**src/rtl/ip_tx_scheduler.sv**
```systemverilog
// ip_tx_scheduler: two-requester round-robin front end for the IP packet
// transmitter. It captures the winning request, launches one transaction,
// holds the transmitter inputs until the final MAC beat, and aborts a stalled
// transaction with a watchdog.
module ip_tx_scheduler #(
  parameter int IP_ADDR_WIDTH    = 32,
  parameter int MAC_ADDR_WIDTH   = 48,
  parameter int ACCEL_DATA_WIDTH = 10,
  parameter int TIMEOUT_CYCLES   = 1024
) (
  input  logic                        aclk,
  input  logic                        areset,
  input  logic [1:0]                  REQ_VALID,
  input  logic [IP_ADDR_WIDTH-1:0]    REQ0_IP_ADDRESS,
  input  logic [IP_ADDR_WIDTH-1:0]    REQ1_IP_ADDRESS,
  input  logic [MAC_ADDR_WIDTH-1:0]   REQ0_MAC_ADDRESS,
  input  logic [MAC_ADDR_WIDTH-1:0]   REQ1_MAC_ADDRESS,
  input  logic [ACCEL_DATA_WIDTH-1:0] REQ0_MESSAGE,
  input  logic [ACCEL_DATA_WIDTH-1:0] REQ1_MESSAGE,
  output logic [1:0]                  REQ_ACCEPT,
  output logic [IP_ADDR_WIDTH-1:0]    RECIPIENT_IP_ADDRESS,
  output logic [MAC_ADDR_WIDTH-1:0]   RECIPIENT_MAC_ADDRESS,
  output logic [ACCEL_DATA_WIDTH-1:0] RECIPIENT_MESSAGE,
  output logic                        START_IP_TXN,
  input  logic                        READY_FOR_SEND,
  input  logic                        MAC_DATA_VALID,
  input  logic                        MAC_DATA_READY,
  input  logic                        MAC_DATA_LAST,
  output logic                        GRANT_ID,
  output logic                        TX_BUSY,
  output logic                        TX_DONE,
  output logic                        TX_ERROR,
  output logic [15:0]                 TX_COUNT0,
  output logic [15:0]                 TX_COUNT1
);

  typedef enum logic [1:0] {
    ST_IDLE,
    ST_LAUNCH,
    ST_WAIT_LAST
  } state_t;

  // Watchdog value seen in the last cycle a transaction may still complete.
  localparam logic [15:0] WD_LIMIT = 16'(TIMEOUT_CYCLES - 1);

  state_t                      state_q, state_d;
  logic                        last_grant_q, last_grant_d;
  logic                        grant_q, grant_d;
  logic                        winner;
  logic                        capture;
  logic                        complete;
  logic [15:0]                 wd_q, wd_d;
  logic [1:0]                  accept_q, accept_d;
  logic                        done_q, done_d;
  logic                        err_q, err_d;
  logic                        start_q, busy_q;
  logic [IP_ADDR_WIDTH-1:0]    ip_q;
  logic [MAC_ADDR_WIDTH-1:0]   mac_q;
  logic [ACCEL_DATA_WIDTH-1:0] msg_q;
  logic [15:0]                 cnt0_q, cnt1_q;

  // A lone request wins outright; on a tie the requester not served last wins.
  assign winner   = (REQ_VALID == 2'b11) ? ~last_grant_q : REQ_VALID[1];
  assign complete = MAC_DATA_VALID & MAC_DATA_READY & MAC_DATA_LAST;

  // State register.
  always_ff @(posedge aclk) begin
    // NOTE: sequential state uses non-blocking (<=) so every register samples
    // pre-edge values and simulation order between blocks cannot matter.
    if (areset) state_q <= ST_IDLE;
    else        state_q <= state_d;
  end

  // Next-state, arbitration and pulse decode.
  always_comb begin
    // NOTE: every variable gets a default first; a path that leaves one
    // unassigned would infer a latch.
    state_d      = state_q;
    last_grant_d = last_grant_q;
    grant_d      = grant_q;
    wd_d         = wd_q;
    accept_d     = 2'b00;
    done_d       = 1'b0;
    err_d        = 1'b0;
    capture      = 1'b0;
    case (state_q)
      ST_IDLE: begin
        if (|REQ_VALID) begin
          capture      = 1'b1;
          grant_d      = winner;
          last_grant_d = winner;
          accept_d     = winner ? 2'b10 : 2'b01;
          wd_d         = '0;
          state_d      = ST_LAUNCH;
        end
      end
      ST_LAUNCH: begin
        wd_d = wd_q + 16'd1;
        if (wd_q == WD_LIMIT) begin
          err_d   = 1'b1;
          state_d = ST_IDLE;
        end else if (READY_FOR_SEND) begin
          state_d = ST_WAIT_LAST;
        end
      end
      ST_WAIT_LAST: begin
        wd_d = wd_q + 16'd1;
        // A final beat in the abort cycle still counts as a completion.
        if (complete) begin
          done_d  = 1'b1;
          state_d = ST_IDLE;
        end else if (wd_q == WD_LIMIT) begin
          err_d   = 1'b1;
          state_d = ST_IDLE;
        end
      end
      default: state_d = ST_IDLE;
    endcase
  end

  // Registered outputs, captured request fields, watchdog and counters.
  always_ff @(posedge aclk) begin
    if (areset) begin
      last_grant_q <= 1'b1;
      grant_q      <= 1'b0;
      wd_q         <= '0;
      accept_q     <= 2'b00;
      done_q       <= 1'b0;
      err_q        <= 1'b0;
      start_q      <= 1'b0;
      busy_q       <= 1'b0;
      ip_q         <= '0;
      mac_q        <= '0;
      msg_q        <= '0;
      cnt0_q       <= '0;
      cnt1_q       <= '0;
    end else begin
      last_grant_q <= last_grant_d;
      grant_q      <= grant_d;
      wd_q         <= wd_d;
      accept_q     <= accept_d;
      done_q       <= done_d;
      err_q        <= err_d;
      start_q      <= (state_d == ST_LAUNCH);
      busy_q       <= (state_d != ST_IDLE);
      if (capture) begin
        ip_q  <= winner ? REQ1_IP_ADDRESS  : REQ0_IP_ADDRESS;
        mac_q <= winner ? REQ1_MAC_ADDRESS : REQ0_MAC_ADDRESS;
        msg_q <= winner ? REQ1_MESSAGE     : REQ0_MESSAGE;
      end
      if (done_d) begin
        if (grant_q) cnt1_q <= cnt1_q + 16'd1;
        else         cnt0_q <= cnt0_q + 16'd1;
      end
    end
  end

  assign REQ_ACCEPT            = accept_q;
  assign RECIPIENT_IP_ADDRESS  = ip_q;
  assign RECIPIENT_MAC_ADDRESS = mac_q;
  assign RECIPIENT_MESSAGE     = msg_q;
  assign START_IP_TXN          = start_q;
  assign GRANT_ID              = grant_q;
  assign TX_BUSY               = busy_q;
  assign TX_DONE               = done_q;
  assign TX_ERROR              = err_q;
  assign TX_COUNT0             = cnt0_q;
  assign TX_COUNT1             = cnt1_q;

endmodule

```
**config.mk**
```make
export PLATFORM = sky130hd
export DESIGN_NAME = ip_tx_scheduler
export DESIGN_NICKNAME = d
export VERILOG_FILES = /design/src/rtl/ip_tx_scheduler.sv
export SDC_FILE = /design/constraint.sdc
export NUM_CORES = 1
export LEC_CHECK = 0
export BUFFER_PORTS_ARGS = -buffer_cell sky130_fd_sc_hd__buf_4
export CORE_AREA = 2 2 124 126
export DETAILED_ROUTE_END_ITERATION = 12
export DIE_AREA = 0 0 126 128
export GPL_ROUTABILITY_DRIVEN = 0
export PLACE_DENSITY = 0.75
export SYNTH_ARGS = -nofsm -noshare
export SYNTH_HDL_FRONTEND = slang
export SYNTH_SLANG_ARGS = --single-unit
```
**constraint.sdc**
```tcl
create_clock -name aclk -period 5.5 [get_ports aclk]
set_input_delay 0.825 -clock aclk [delete_from_list [all_inputs] [get_ports aclk]]
set_output_delay 0.825 -clock aclk [all_outputs]
set_load 0.01 [all_outputs]
```
==> results.tsv <==
metric	value	unit
Synth area leader	dfxtp_1	
xor/xnor share of the synthesized area	3.22	%
Residual DRC	0	
CTS tree	built	
mux share of post-synthesis cell area	0.565	%
synth top area cells	dfxtp_1 (50%), nand2_1 (12%), a22oi_1 (11%)	
post-route ant nets	0	
outcome	complete, no violations	
Die Y	128	um
crit-path max FO	16	
Post-Route WL	20700	um
post-CTS sizing	0	
Final Net Count	1200	
Post-Syn Instances	708	
Clock Skew	0.0109	ns
GRT busiest layer	met2	
Setup crit end kind	register	
P&R area growth vs syn	51.0	%
# port buffers	316	
ys async rst share	0	%
DR pass1 iterations	5	
Setup Buffers After CTS	0	
CTS buffer count	17	
largest family of logic cells by synthesized area	simple AND/OR/NAND/NOR gates	
largest net degree at the start of global routing	92	
grt met1 use	29.8	%
1st-iter DRT viols	320	
YS warnings	0	
Synth Area in Compound Gates	17.0	%
area of the core	0.0149	mm^2
hold buffers post-CTS	0	
Synth Net Count	903	
Hold Crit Class	reg -> reg	
Clock Latency Late Sink	0.42	ns
layout cells sized above 1	35.2	%
# rows	45	
final hold viol count	0	
htree depth	4	
first-pass GRT wire length	30500	um
Fmax	0.387	GHz
#FFs+latches synth	148	
PD cells	336	mW/mm^2
Crit Path Class	reg -> reg	
relative slew slack	31.9	%
vias	6188	
Antenna diodes	0	
Final HPWL DP	15400	um
post-synthesis adder-cell area fraction	1.46	%
Clock Path Buffers	2	
total chip power	3.03	mW
Seq/Total Area, Yosys	49.5	%
Slew Viols, Final	0	
GR Overflow Total	0	
WP data arrival	2.88	ns
I/O pins	317	
top_reg_cell synth	dfxtp_1	
GR Util met2	39.1	%
DIE WIDTH	126	um
Netlist cell types	42	
Clock Sinks	148	
placed instance count	1174	
crit path time final	2.58	ns
Total GRT Usage	24.3	%
period utilization	47.0	%
per-cell routed wire length	17.1	um
Synth top area share	49.5	%
vias per cell	5.14	
initial antenna violation count	1	
Post-synth EDFFs	0	
Post-Synth Simple-Gate Area	24.9	%
Final Non-Filler Cells	1205	
Max-Cap Viols	0	
clock-pin slew on the worst setup and hold paths	0.06	ns
Setup crit start kind	register	
Final setup viols	0	
number of global-route vias before repair	5776	
R2R setup slack	2.92	ns
Syn Std Cell Area	0.00598	mm^2
Leak	4.23	nW
WP data required	5.80	ns
die area	0.0161	mm^2
Sum Neg Setup Slack	0	ns
met3 Resource Use GR	10.4	%
RSZ-0062 raised after global routing	no	
Syn Area/Cell	8.45	um^2
Root Driver	clkbuf_16	
initial core utilization	40.3	%
maximum VDD drop	0.225	mV
slew at the pin with the worst max-slew slack	1.02	ns
==> cells by family (layout without fill, tap and decap cells) <==
family / after synthesis / count (layout)
simple gates: 327 / 327
compound gates: 148 / 148
mux: 3 / 3
buf+inv: 53 / 362
flops: 148 / 148
fa+ha+maj: 7 / 7
xor+xnor: 22 / 22
==> synth_stat cells, drive strengths merged (4+ instances only) <==
master and n:
nor3b 5, nor2b 4, o31ai 5, a22oi 90
xnor2 14, or4 7, nand3 18, a21oi 26
dfxtp 148, nand2 198, and4 7, or3 14
and3 4, inv 12, nor4 8, buf 6
clkbuf 35, ha 7, o21ai 16, xor2 8
nor2 35, nand4 11, nor3 8
==> layout by cell type (no fill, tap or decap), types with 2 or more instances in the layout <==
master      Yosys  layout
a21oi_1        26      26
clkbuf_16       0      17
nor4_1          8       8
clkbuf_8        0       4
and4_1          7       7
o31ai_1         5       5
inv_1          12      12
a31o_2          2       2
or3_1          14      14
clkinv_2        0       3
buf_4           0     319
clkbuf_1       35       2
xnor2_1        14      14
o21ai_0        16      16
nand3_1        18      18
or4_1           7       7
nor2b_1         4       4
nor4bb_1        2       2
xor2_1          8       8
dfxtp_1       148     148
nor3b_1         5       4
o21a_1          2       2
nor3_1          8       7
clkinvlp_4      0       3
ha_1            7       7
nor2_1         35      34
nand4_1        10      10
and3_1          4       4
nand2_1       198     198
mux2_2          3       3
a22oi_1        90      90
==> registers in the layout, summed over array words and instances, names as in the netlist, 2 cells and up <==
register               flops
state_q                    2
TX_COUNT0                 16
RECIPIENT_IP_ADDRESS      32
REQ_ACCEPT                 2
TX_COUNT1                 16
RECIPIENT_MESSAGE         10
RECIPIENT_MAC_ADDRESS     48
wd_q                      16
==> stage by stage <==
stage	hold slack (ns)	util [%]	worst slack, ns	cell area (um^2)
final	0.434	60.8	2.92	9040
after global routing	0.451	60.8	2.64	9040
after CTS	0.437	60.8	2.91	9040
after detailed placement	0.429	57.0	2.74	8470
after global placement	0.425	57.0	2.74	8470
after floorplan	0.449	-	3.31	5980
==> per-layer routing <==
| layer | vias to the layer above | wire length (um) |
|---|---|---|
| li1 | 3079 | - |
| met1 | 2839 | 8420 |
| met2 | 233 | 9790 |
| met3 | 35 | 2000 |
| met4 | 2 | 424 |
| met5 | - | 16 |
==> power by group <==
| part | total (mW) | switching [mW] | internal (mW) |
|---|---|---|---|
| sequential | 1.27 | 0.0732 | 1.20 |
| combinational | 0.654 | 0.336 | 0.318 |
| clock | 1.10 | 0.439 | 0.666 |
| total | 3.03 | 0.848 | 2.18 |
==> final timing paths <==
kind                           startpoint                 endpoint  depth (start not counted)
hold / removal    RECIPIENT_IP_ADDRESS[6]  RECIPIENT_IP_ADDRESS[6]                          2
hold reg to reg   RECIPIENT_IP_ADDRESS[6]  RECIPIENT_IP_ADDRESS[6]                          2
setup reg to reg               state_q[0]            TX_COUNT1[15]                          6
setup / recovery               state_q[0]            TX_COUNT1[15]                          6
==> worst max-delay path, stage by stage (launching register included) <==
cell and delay (ns):
dfxtp_1 0.34, inv_1 0.09, ha_1 0.28, nand4_2 0.37, nor4_1 0.73, nor3b_1 0.30
mux2_2 0.36
==> area by class of cell <==
class                      count  area (um^2)
fill                        1352         5830
sequential                   148         2960
multi-input combinational    507         2830
timing repair buffer         319         2390
clock buffer                  23          488
tap                          188          235
clock inverter                 8         76.3
inverter                      12         45.0
(Power assumes the default switching activity.)
